--- config.mk ---
export PLATFORM = sky130hd
export DESIGN_NAME = enoc_network_interface_flat
export DESIGN_NICKNAME = d
export VERILOG_FILES = /design/src/rtl/enoc_network_interface_if.sv /design/src/rtl/enoc_network_interface.sv /design/src/flat_wrapper.sv
export SDC_FILE = /design/constraint.sdc
export NUM_CORES = 1
export LEC_CHECK = 0
export ABC_AREA = 0
export ABC_CLOCK_PERIOD_IN_PS = 5550
export CORE_MARGIN = 4
export CORE_UTILIZATION = 40
export CTS_CLUSTER_SIZE = 20
export DETAILED_ROUTE_END_ITERATION = 16
export PLACE_DENSITY_LB_ADDON = 0.05
export SYNTH_ARGS = -nofsm -noshare
export SYNTH_HDL_FRONTEND = slang
export SYNTH_SLANG_ARGS = --single-unit
--- constraint.sdc ---
create_clock -name clk -period 5.55 [get_ports clk]
set_input_delay 0.555 -clock clk [delete_from_list [all_inputs] [get_ports clk]]
set_output_delay 0.555 -clock clk [all_outputs]
set_load 0.005 [all_outputs]
--- src/rtl/enoc_network_interface_if.sv ---
// Core-side and router-side signal bundle of the endpoint network interface.
// The master modport is the NI itself; the slave modport is the core/router environment.
interface enoc_network_interface_if #(
    parameter int ADDR_W = 4,
    parameter int TS_W   = 16,
    parameter int DATA_W = 32
);
    localparam int PKT_W = 2 * ADDR_W + TS_W + DATA_W;

    logic [DATA_W-1:0] i_core_data;
    logic [ADDR_W-1:0] i_core_dest;
    logic              i_core_val;
    logic              o_core_en;
    logic [PKT_W-1:0]  o_net_data;
    logic              o_net_val;
    logic              i_net_en;
    logic [PKT_W-1:0]  i_net_data;
    logic              i_net_val;
    logic              o_net_en;
    logic [DATA_W-1:0] o_rx_data;
    logic [ADDR_W-1:0] o_rx_src;
    logic [TS_W-1:0]   o_rx_latency;
    logic              o_rx_val;
    logic              i_rx_en;
    logic [31:0]       o_tx_count;
    logic [31:0]       o_rx_count;
    logic              o_drop;
    logic              o_misroute;
    logic              o_proto_err;

    modport master (
        input  i_core_data, i_core_dest, i_core_val, i_net_en, i_net_data, i_net_val, i_rx_en,
        output o_core_en, o_net_data, o_net_val, o_net_en, o_rx_data, o_rx_src, o_rx_latency,
               o_rx_val, o_tx_count, o_rx_count, o_drop, o_misroute, o_proto_err
    );

    modport slave (
        output i_core_data, i_core_dest, i_core_val, i_net_en, i_net_data, i_net_val, i_rx_en,
        input  o_core_en, o_net_data, o_net_val, o_net_en, o_rx_data, o_rx_src, o_rx_latency,
               o_rx_val, o_tx_count, o_rx_count, o_drop, o_misroute, o_proto_err
    );
endinterface

--- src/rtl/enoc_network_interface.sv ---
// Endpoint NI: packetises core words into a TX FIFO toward router port 0 and
// collects ejected packets with their network latency into an RX FIFO.
module enoc_network_interface #(
    parameter int NODES    = 16,
    parameter int LOC      = 0,
    parameter int ADDR_W   = 4,
    parameter int TS_W     = 16,
    parameter int DATA_W   = 32,
    parameter int TX_DEPTH = 4,
    parameter int RX_DEPTH = 4
) (
    input  logic                       clk,
    input  logic                       reset_n,
    enoc_network_interface_if.master   ni
);
    localparam int PKT_W = 2 * ADDR_W + TS_W + DATA_W;
    localparam int RXE_W = ADDR_W + TS_W + DATA_W;
    localparam int TXP_W = $clog2(TX_DEPTH);
    localparam int RXP_W = $clog2(RX_DEPTH);
    localparam int TXC_W = TXP_W + 1;
    localparam int RXC_W = RXP_W + 1;

    function automatic logic [31:0] sat_inc(input logic [31:0] v);
        return (v == 32'hFFFF_FFFF) ? v : v + 32'd1;
    endfunction

    logic [TS_W-1:0]   ts_r;
    logic [PKT_W-1:0]  tx_mem_r [TX_DEPTH];
    logic [TXP_W-1:0]  tx_wr_r;
    logic [TXP_W-1:0]  tx_rd_r;
    logic [TXC_W-1:0]  tx_cnt_r;
    logic [RXE_W-1:0]  rx_mem_r [RX_DEPTH];
    logic [RXP_W-1:0]  rx_wr_r;
    logic [RXP_W-1:0]  rx_rd_r;
    logic [RXC_W-1:0]  rx_cnt_r;
    logic [31:0]       tx_count_r;
    logic [31:0]       rx_count_r;
    logic              drop_r;
    logic              misroute_r;
    logic              proto_err_r;

    logic              tx_full_s;
    logic              tx_empty_s;
    logic              core_xfer_s;
    logic              dest_ok_s;
    logic              tx_push_s;
    logic              tx_pop_s;
    logic [PKT_W-1:0]  tx_pkt_s;
    logic              rx_full_s;
    logic              rx_empty_s;
    logic              net_xfer_s;
    logic              rx_pop_s;
    logic [ADDR_W-1:0] pkt_dest_s;
    logic [ADDR_W-1:0] pkt_src_s;
    logic [TS_W-1:0]   pkt_ts_s;
    logic [DATA_W-1:0] pkt_data_s;
    logic [TS_W-1:0]   lat_s;

    // Handshake decode; enables depend on current occupancy only, so a full FIFO refuses a push even when popping
    always_comb begin
        tx_full_s   = (tx_cnt_r == TXC_W'(TX_DEPTH));
        tx_empty_s  = (tx_cnt_r == TXC_W'(0));
        rx_full_s   = (rx_cnt_r == RXC_W'(RX_DEPTH));
        rx_empty_s  = (rx_cnt_r == RXC_W'(0));
        core_xfer_s = ni.i_core_val && !tx_full_s;
        dest_ok_s   = (32'(ni.i_core_dest) < 32'(NODES));
        tx_push_s   = core_xfer_s && dest_ok_s;
        tx_pop_s    = !tx_empty_s && ni.i_net_en;
        tx_pkt_s    = {ni.i_core_dest, ADDR_W'(LOC), ts_r, ni.i_core_data};
        net_xfer_s  = ni.i_net_val && !rx_full_s;
        rx_pop_s    = !rx_empty_s && ni.i_rx_en;
        {pkt_dest_s, pkt_src_s, pkt_ts_s, pkt_data_s} = ni.i_net_data;
        lat_s       = ts_r - pkt_ts_s;
    end

    assign ni.o_core_en    = !tx_full_s;
    assign ni.o_net_val    = !tx_empty_s;
    assign ni.o_net_data   = tx_mem_r[tx_rd_r];
    assign ni.o_net_en     = !rx_full_s;
    assign ni.o_rx_val     = !rx_empty_s;
    assign {ni.o_rx_src, ni.o_rx_latency, ni.o_rx_data} = rx_mem_r[rx_rd_r];
    assign ni.o_tx_count   = tx_count_r;
    assign ni.o_rx_count   = rx_count_r;
    assign ni.o_drop       = drop_r;
    assign ni.o_misroute   = misroute_r;
    assign ni.o_proto_err  = proto_err_r;

    // Free-running injection timestamp, wraps naturally at 2^TS_W
    always_ff @(posedge clk) begin
        if (!reset_n) begin
            ts_r <= '0;
        end else begin
            ts_r <= ts_r + TS_W'(1);
        end
    end

    // TX FIFO: storage, pointers and occupancy
    always_ff @(posedge clk) begin
        if (!reset_n) begin
            for (int i = 0; i < TX_DEPTH; i++) begin
                tx_mem_r[i] <= '0;
            end
            tx_wr_r  <= '0;
            tx_rd_r  <= '0;
            tx_cnt_r <= '0;
        end else begin
            if (tx_push_s) begin
                tx_mem_r[tx_wr_r] <= tx_pkt_s;
                tx_wr_r           <= tx_wr_r + TXP_W'(1);
            end
            if (tx_pop_s) begin
                tx_rd_r <= tx_rd_r + TXP_W'(1);
            end
            case ({tx_push_s, tx_pop_s})
                2'b10:   tx_cnt_r <= tx_cnt_r + TXC_W'(1);
                2'b01:   tx_cnt_r <= tx_cnt_r - TXC_W'(1);
                default: tx_cnt_r <= tx_cnt_r;
            endcase
        end
    end

    // RX FIFO: stores {source, latency, payload} of each accepted packet
    always_ff @(posedge clk) begin
        if (!reset_n) begin
            for (int i = 0; i < RX_DEPTH; i++) begin
                rx_mem_r[i] <= '0;
            end
            rx_wr_r  <= '0;
            rx_rd_r  <= '0;
            rx_cnt_r <= '0;
        end else begin
            if (net_xfer_s) begin
                rx_mem_r[rx_wr_r] <= {pkt_src_s, lat_s, pkt_data_s};
                rx_wr_r           <= rx_wr_r + RXP_W'(1);
            end
            if (rx_pop_s) begin
                rx_rd_r <= rx_rd_r + RXP_W'(1);
            end
            case ({net_xfer_s, rx_pop_s})
                2'b10:   rx_cnt_r <= rx_cnt_r + RXC_W'(1);
                2'b01:   rx_cnt_r <= rx_cnt_r - RXC_W'(1);
                default: rx_cnt_r <= rx_cnt_r;
            endcase
        end
    end

    // Saturating transfer counters, drop pulse and sticky error flags
    always_ff @(posedge clk) begin
        if (!reset_n) begin
            tx_count_r  <= 32'd0;
            rx_count_r  <= 32'd0;
            drop_r      <= 1'b0;
            misroute_r  <= 1'b0;
            proto_err_r <= 1'b0;
        end else begin
            if (tx_pop_s) begin
                tx_count_r <= sat_inc(tx_count_r);
            end
            if (net_xfer_s) begin
                rx_count_r <= sat_inc(rx_count_r);
            end
            drop_r <= core_xfer_s && !dest_ok_s;
            if (net_xfer_s && (pkt_dest_s != ADDR_W'(LOC))) begin
                misroute_r <= 1'b1;
            end
            if (ni.i_net_val && rx_full_s) begin
                proto_err_r <= 1'b1;
            end
        end
    end
endmodule

--- src/flat_wrapper.sv ---
// flat-port wrapper written by rule: the top's interface ports become plain ports
module enoc_network_interface_flat 
#(
    parameter int NODES    = 16,
    parameter int LOC      = 0,
    parameter int ADDR_W   = 4,
    parameter int TS_W     = 16,
    parameter int DATA_W   = 32,
    parameter int TX_DEPTH = 4,
    parameter int RX_DEPTH = 4
)
  (clk, reset_n, ni_i_core_data, ni_i_core_dest, ni_i_core_val, ni_i_net_en, ni_i_net_data, ni_i_net_val, ni_i_rx_en, ni_o_core_en, ni_o_net_data, ni_o_net_val, ni_o_net_en, ni_o_rx_data, ni_o_rx_src, ni_o_rx_latency, ni_o_rx_val, ni_o_tx_count, ni_o_rx_count, ni_o_drop, ni_o_misroute, ni_o_proto_err);
  enoc_network_interface_if #(.ADDR_W(ADDR_W), .TS_W(TS_W), .DATA_W(DATA_W)) ni_i ();
  input  logic clk;
  input  logic reset_n;
  input wire logic [$bits(ni_i.i_core_data)-1:0] ni_i_core_data;
  input wire logic [$bits(ni_i.i_core_dest)-1:0] ni_i_core_dest;
  input wire logic [$bits(ni_i.i_core_val)-1:0] ni_i_core_val;
  input wire logic [$bits(ni_i.i_net_en)-1:0] ni_i_net_en;
  input wire logic [$bits(ni_i.i_net_data)-1:0] ni_i_net_data;
  input wire logic [$bits(ni_i.i_net_val)-1:0] ni_i_net_val;
  input wire logic [$bits(ni_i.i_rx_en)-1:0] ni_i_rx_en;
  output wire logic [$bits(ni_i.o_core_en)-1:0] ni_o_core_en;
  output wire logic [$bits(ni_i.o_net_data)-1:0] ni_o_net_data;
  output wire logic [$bits(ni_i.o_net_val)-1:0] ni_o_net_val;
  output wire logic [$bits(ni_i.o_net_en)-1:0] ni_o_net_en;
  output wire logic [$bits(ni_i.o_rx_data)-1:0] ni_o_rx_data;
  output wire logic [$bits(ni_i.o_rx_src)-1:0] ni_o_rx_src;
  output wire logic [$bits(ni_i.o_rx_latency)-1:0] ni_o_rx_latency;
  output wire logic [$bits(ni_i.o_rx_val)-1:0] ni_o_rx_val;
  output wire logic [$bits(ni_i.o_tx_count)-1:0] ni_o_tx_count;
  output wire logic [$bits(ni_i.o_rx_count)-1:0] ni_o_rx_count;
  output wire logic [$bits(ni_i.o_drop)-1:0] ni_o_drop;
  output wire logic [$bits(ni_i.o_misroute)-1:0] ni_o_misroute;
  output wire logic [$bits(ni_i.o_proto_err)-1:0] ni_o_proto_err;
  assign ni_i.i_core_data = ni_i_core_data;
  assign ni_i.i_core_dest = ni_i_core_dest;
  assign ni_i.i_core_val = ni_i_core_val;
  assign ni_i.i_net_en = ni_i_net_en;
  assign ni_i.i_net_data = ni_i_net_data;
  assign ni_i.i_net_val = ni_i_net_val;
  assign ni_i.i_rx_en = ni_i_rx_en;
  assign ni_o_core_en = ni_i.o_core_en;
  assign ni_o_net_data = ni_i.o_net_data;
  assign ni_o_net_val = ni_i.o_net_val;
  assign ni_o_net_en = ni_i.o_net_en;
  assign ni_o_rx_data = ni_i.o_rx_data;
  assign ni_o_rx_src = ni_i.o_rx_src;
  assign ni_o_rx_latency = ni_i.o_rx_latency;
  assign ni_o_rx_val = ni_i.o_rx_val;
  assign ni_o_tx_count = ni_i.o_tx_count;
  assign ni_o_rx_count = ni_i.o_rx_count;
  assign ni_o_drop = ni_i.o_drop;
  assign ni_o_misroute = ni_i.o_misroute;
  assign ni_o_proto_err = ni_i.o_proto_err;
  enoc_network_interface #(.NODES(NODES), .LOC(LOC), .ADDR_W(ADDR_W), .TS_W(TS_W), .DATA_W(DATA_W), .TX_DEPTH(TX_DEPTH), .RX_DEPTH(RX_DEPTH)) u_core (.clk(clk), .reset_n(reset_n), .ni(ni_i));
endmodule
==> impl_metrics.csv <==
group,metric,value,unit
logic_synthesis,ys_seq_area_share,62.6,%
global_route,gr-total-overflow,0,
clock_tree,clk_path_buf_depth,3,
route,wl_per_cell,20.8,um
job,cap_violations,0,
logic_synthesis,syn_area_per_cell,12.6,um2
floorplanning,die-height,249,um
clock_tree,cts_tree,"done",
floorplanning,fp.dieW,249,um
route,drc,0,
sta,tns,0,ns
finish,final_common_cell,"edfxtp_1",
route,first_pass_iters,4,
clock_tree,postCtsSetupBuffers,0,
logic_synthesis,synth-edff-count,416,
global_route,grtUsageTotal,19.2,%
min_path,hold_depth,2,
route,wirelength,60300,um
clock_tree,htreeDepth,2,
finish,multiInputGateArea,7800,um2
setup_path,end_kind,"output pin",
logic_synthesis,synth.ff_latch_count,516,
route,drt-initial-drc-count,983,
finish,drive_gt1_share,11.4,%
sta,maxSlewViolCount,0,
setup_path,criticalPathCategory,"flop to output pin",
finish,fillCellCount,5098,
clock_tree,cts_resized,0,
clock_tree,clk_pin_slew_worst_paths,0.06,ns
min_path,hp-start,"u_core.ni.o_misroute",
power_and_ir_drop,p_switching,0.00292,W
min_path,hp-class,"flop to flop",
power_and_ir_drop,power_density,383,nW/um2
setup_path,worstReg2RegEnd,"u_core.ni.o_tx_count[31]",
sta,setup_viol,0,
route,highest_layer,"met5",
setup_path,worstPathRequired,4.99,ns
status,status,"complete, no violations",
sta,worst_slack,1.93,ns
sta,rsz0062_at_grt,"no",
clock_tree,ctsHoldBuffers,0,
placement,hpwl,37800,um
logic_synthesis,async_reset_ff_share,0,%
logic_synthesis,synth.cell_area,23100,um2
placement,preCtsSetupSlack,2.09,ns
power_and_ir_drop,peakVddDrop,0.273,mV
clock_tree,cts_sinks,516,
power_and_ir_drop,netSwitchingFraction,26.8,%
floorplanning,rows,87,
sta,slew_headroom,25.1,%
placement,finalWeightedCongestion,0.786,
clock_tree,root_buffer,"clkbuf_16",
placement,numPortBuffers,271,
floorplanning,dieArea,61800,um2
floorplanning,core,56800,um2
setup_path,crit_fanout,37,
power_and_ir_drop,p_seq_share,45.0,%
sta,finalCritPeriodShare,65.3,%
route,vias,15100,
route,met2WireLength,29100,um
min_path,holdPathEnd,"u_core.ni.o_misroute",
sta,min_period,3.62,ns
clock_tree,clkLatencyLatePin,0.61,ns
global_route,grt_pass1_vias,15700,
setup_path,rr_startpoint,"u_core.ni.o_tx_count[2]",
finish,finalNonFillerCells,2891,
global_route,grt_max_degree,84,
power_and_ir_drop,pwr-share-clk,33.4,%
sta,fmax,276,MHz
setup_path,r2r_slack,2.69,ns
placement,dp_cells,2784,
route,wl_met3,3330,um
finish,area_growth,23.1,%
clock_tree,numCtsBuffers,57,
setup_path,setup.worst_path.start_class,"flop",
power_and_ir_drop,internal_power,0.00799,W
sta,skew,0.0134,ns
floorplanning,pin_count,277,
finish,final_cell_mix,"416 x edfxtp_1, 270 x clkdlybuf4s50_1, 267 x nor2_1",
logic_synthesis,syn_inst,1835,
logic_synthesis,yosysWarnings,0,
power_and_ir_drop,power_leakage,10.4,nW
setup_path,rr_worst_depth,5,
route,m1WireLength,26300,um
route,ant_nets,0,
global_route,antenna_found_initial,9,
sta,worstMarginPinSlew,1.10,ns
logic_synthesis,synth_cell_types,60,
finish,nNetsFinal,2208,
setup_path,cp.arrival,3.07,ns
finish,final_core_util,50.1,%
global_route,grt_pass1_wl,93800,um
logic_synthesis,synth_ff_type,"edfxtp_1",
power_and_ir_drop,combPwrFrac,21.6,%
sta,finalHoldViolations,0,
finish,seqCellArea,14500,um2
floorplanning,start_util,40.7,%
route,drt-vias-per-instance,5.23,
synthesized netlist by cell type (4+ instances only):
| cell | instances | area share, % |
|---|---|---|
| clkbuf_1 | 89 | 1.4 |
| ha_1 | 20 | 1.1 |
| nand2b_1 | 19 | 0.51 |
| and2_1 | 91 | 2.5 |
| o31ai_1 | 15 | 0.49 |
| o21a_1 | 4 | 0.13 |
| nand3_1 | 32 | 0.69 |
| edfxtp_1 | 416 | 54 |
| xnor2_1 | 29 | 1.1 |
| nand2_1 | 143 | 2.3 |
| o21ai_0 | 35 | 0.76 |
| or4_1 | 25 | 0.81 |
| o211ai_1 | 6 | 0.19 |
| a21o_1 | 7 | 0.23 |
| nand4_1 | 28 | 0.76 |
| a21oi_1 | 52 | 1.1 |
| inv_1 | 136 | 2.2 |
| nor4_1 | 20 | 0.54 |
| nor2_1 | 268 | 4.3 |
| o41ai_1 | 4 | 0.15 |
| a211oi_1 | 8 | 0.26 |
| nor3_1 | 41 | 0.89 |
| or3_1 | 22 | 0.59 |
| a31o_2 | 4 | 0.15 |
| nor3b_1 | 6 | 0.19 |
| o21bai_1 | 4 | 0.13 |
| dfxtp_1 | 100 | 8.7 |
| xor2_1 | 16 | 0.61 |
| mux4_2 | 104 | 10 |
| buf_1 | 13 | 0.21 |
| buf_4 | 5 | 0.16 |
| and3_1 | 11 | 0.30 |
| and4_1 | 10 | 0.38 |
| mux2i_1 | 10 | 0.43 |
| a2111oi_0 | 4 | 0.15 |
critical path: stages (launching register included):
cell             delay, ns
dfxtp_4               0.87
buf_4                 0.46
mux4_2                0.59
clkdlybuf4s50_1       0.48
state kept, by name, summed over array words and instances, names as in the netlist, named ones only:
name and cells:
u_core.rx_wr_r 2, u_core.ni.o_tx_count 32, u_core.ts_r 16, u_core.rx_rd_r 2
u_core.rx_mem_r 208, u_core.ni.o_misroute 1, u_core.tx_mem_r 208, u_core.ni.o_proto_err 1
u_core.tx_wr_r 2, u_core.ni.o_rx_count 32, u_core.tx_rd_r 2, u_core.rx_cnt_r 3
u_core.tx_cnt_r 3
metal layers:
layer  GRT usage (%)  up-vias
met4            5.40        8
met5               0        -
met3            4.32       94
li1                -     7145
met1            26.0     7545
met2            31.3      317
power groups by stage:
stage / Clock (W) / Combinational, W / Sequential, W
2_1_floorplan: 0 / 0.00139 / 0.00475
3_3_place_gp: 0 / 0.00241 / 0.00500
3_5_place_dp: 0 / 0.00241 / 0.00502
4_1_cts: 0.00375 / 0.00243 / 0.00494
5_1_grt: 0.00392 / 0.00254 / 0.00499
6_report: 0.00364 / 0.00236 / 0.00491
metrics by stage:
step                      total power, W  area [um2]  hold WS [ns]
final                             0.0109       28500         0.450
after floorplan                  0.00614       23200         0.442
after global placement           0.00742       26700         0.441
after CTS                         0.0111       28500         0.456
after detailed placement         0.00743       26700         0.444
after global routing              0.0114       28500         0.490
cell type report:
class | instances | area share, %
clock buffer | 67 | 5.14
multi-input combinational | 1075 | 27.4
antenna | 5 | 0.0439
sequential | 516 | 50.9
tap | 756 | 3.32
inverter | 137 | 1.81
clock inverter | 35 | 1.08
timing repair buffer | 300 | 10.3
logic make-up after synthesis:
group / count (synthesis) / synth area share (%)
muxes: 117 / 10.7
DFF: 516 / 62.6
xor gates and xnor gates: 45 / 1.70
adders and majority gates: 23 / 1.34
AOI/OAI and AO/OA: 160 / 4.38
buffers and inverters: 248 / 4.13
other: 1 / 0.0162
and+or+nand+nor: 725 / 15.1
worst max-delay path by stage:
stage | startpoint | endpoint | slack [ns] | cells after the start
2_1_floorplan | ni_i_net_val | u_core.rx_mem_r[3][0] | 0.25 | 4
3_5_place_dp | ni_i_net_data[38] | u_core.rx_mem_r[1][47] | 2.09 | 8
5_1_grt | flop | ni_o_net_data[14] | 1.67 | 3
4_1_cts | flop | ni_o_net_data[14] | 1.78 | 3
6_report | flop | ni_o_net_data[14] | 1.93 | 3
3_3_place_gp | ni_i_net_data[38] | u_core.rx_mem_r[1][47] | 2.15 | 8
Power figures use the tool's default switching activity.
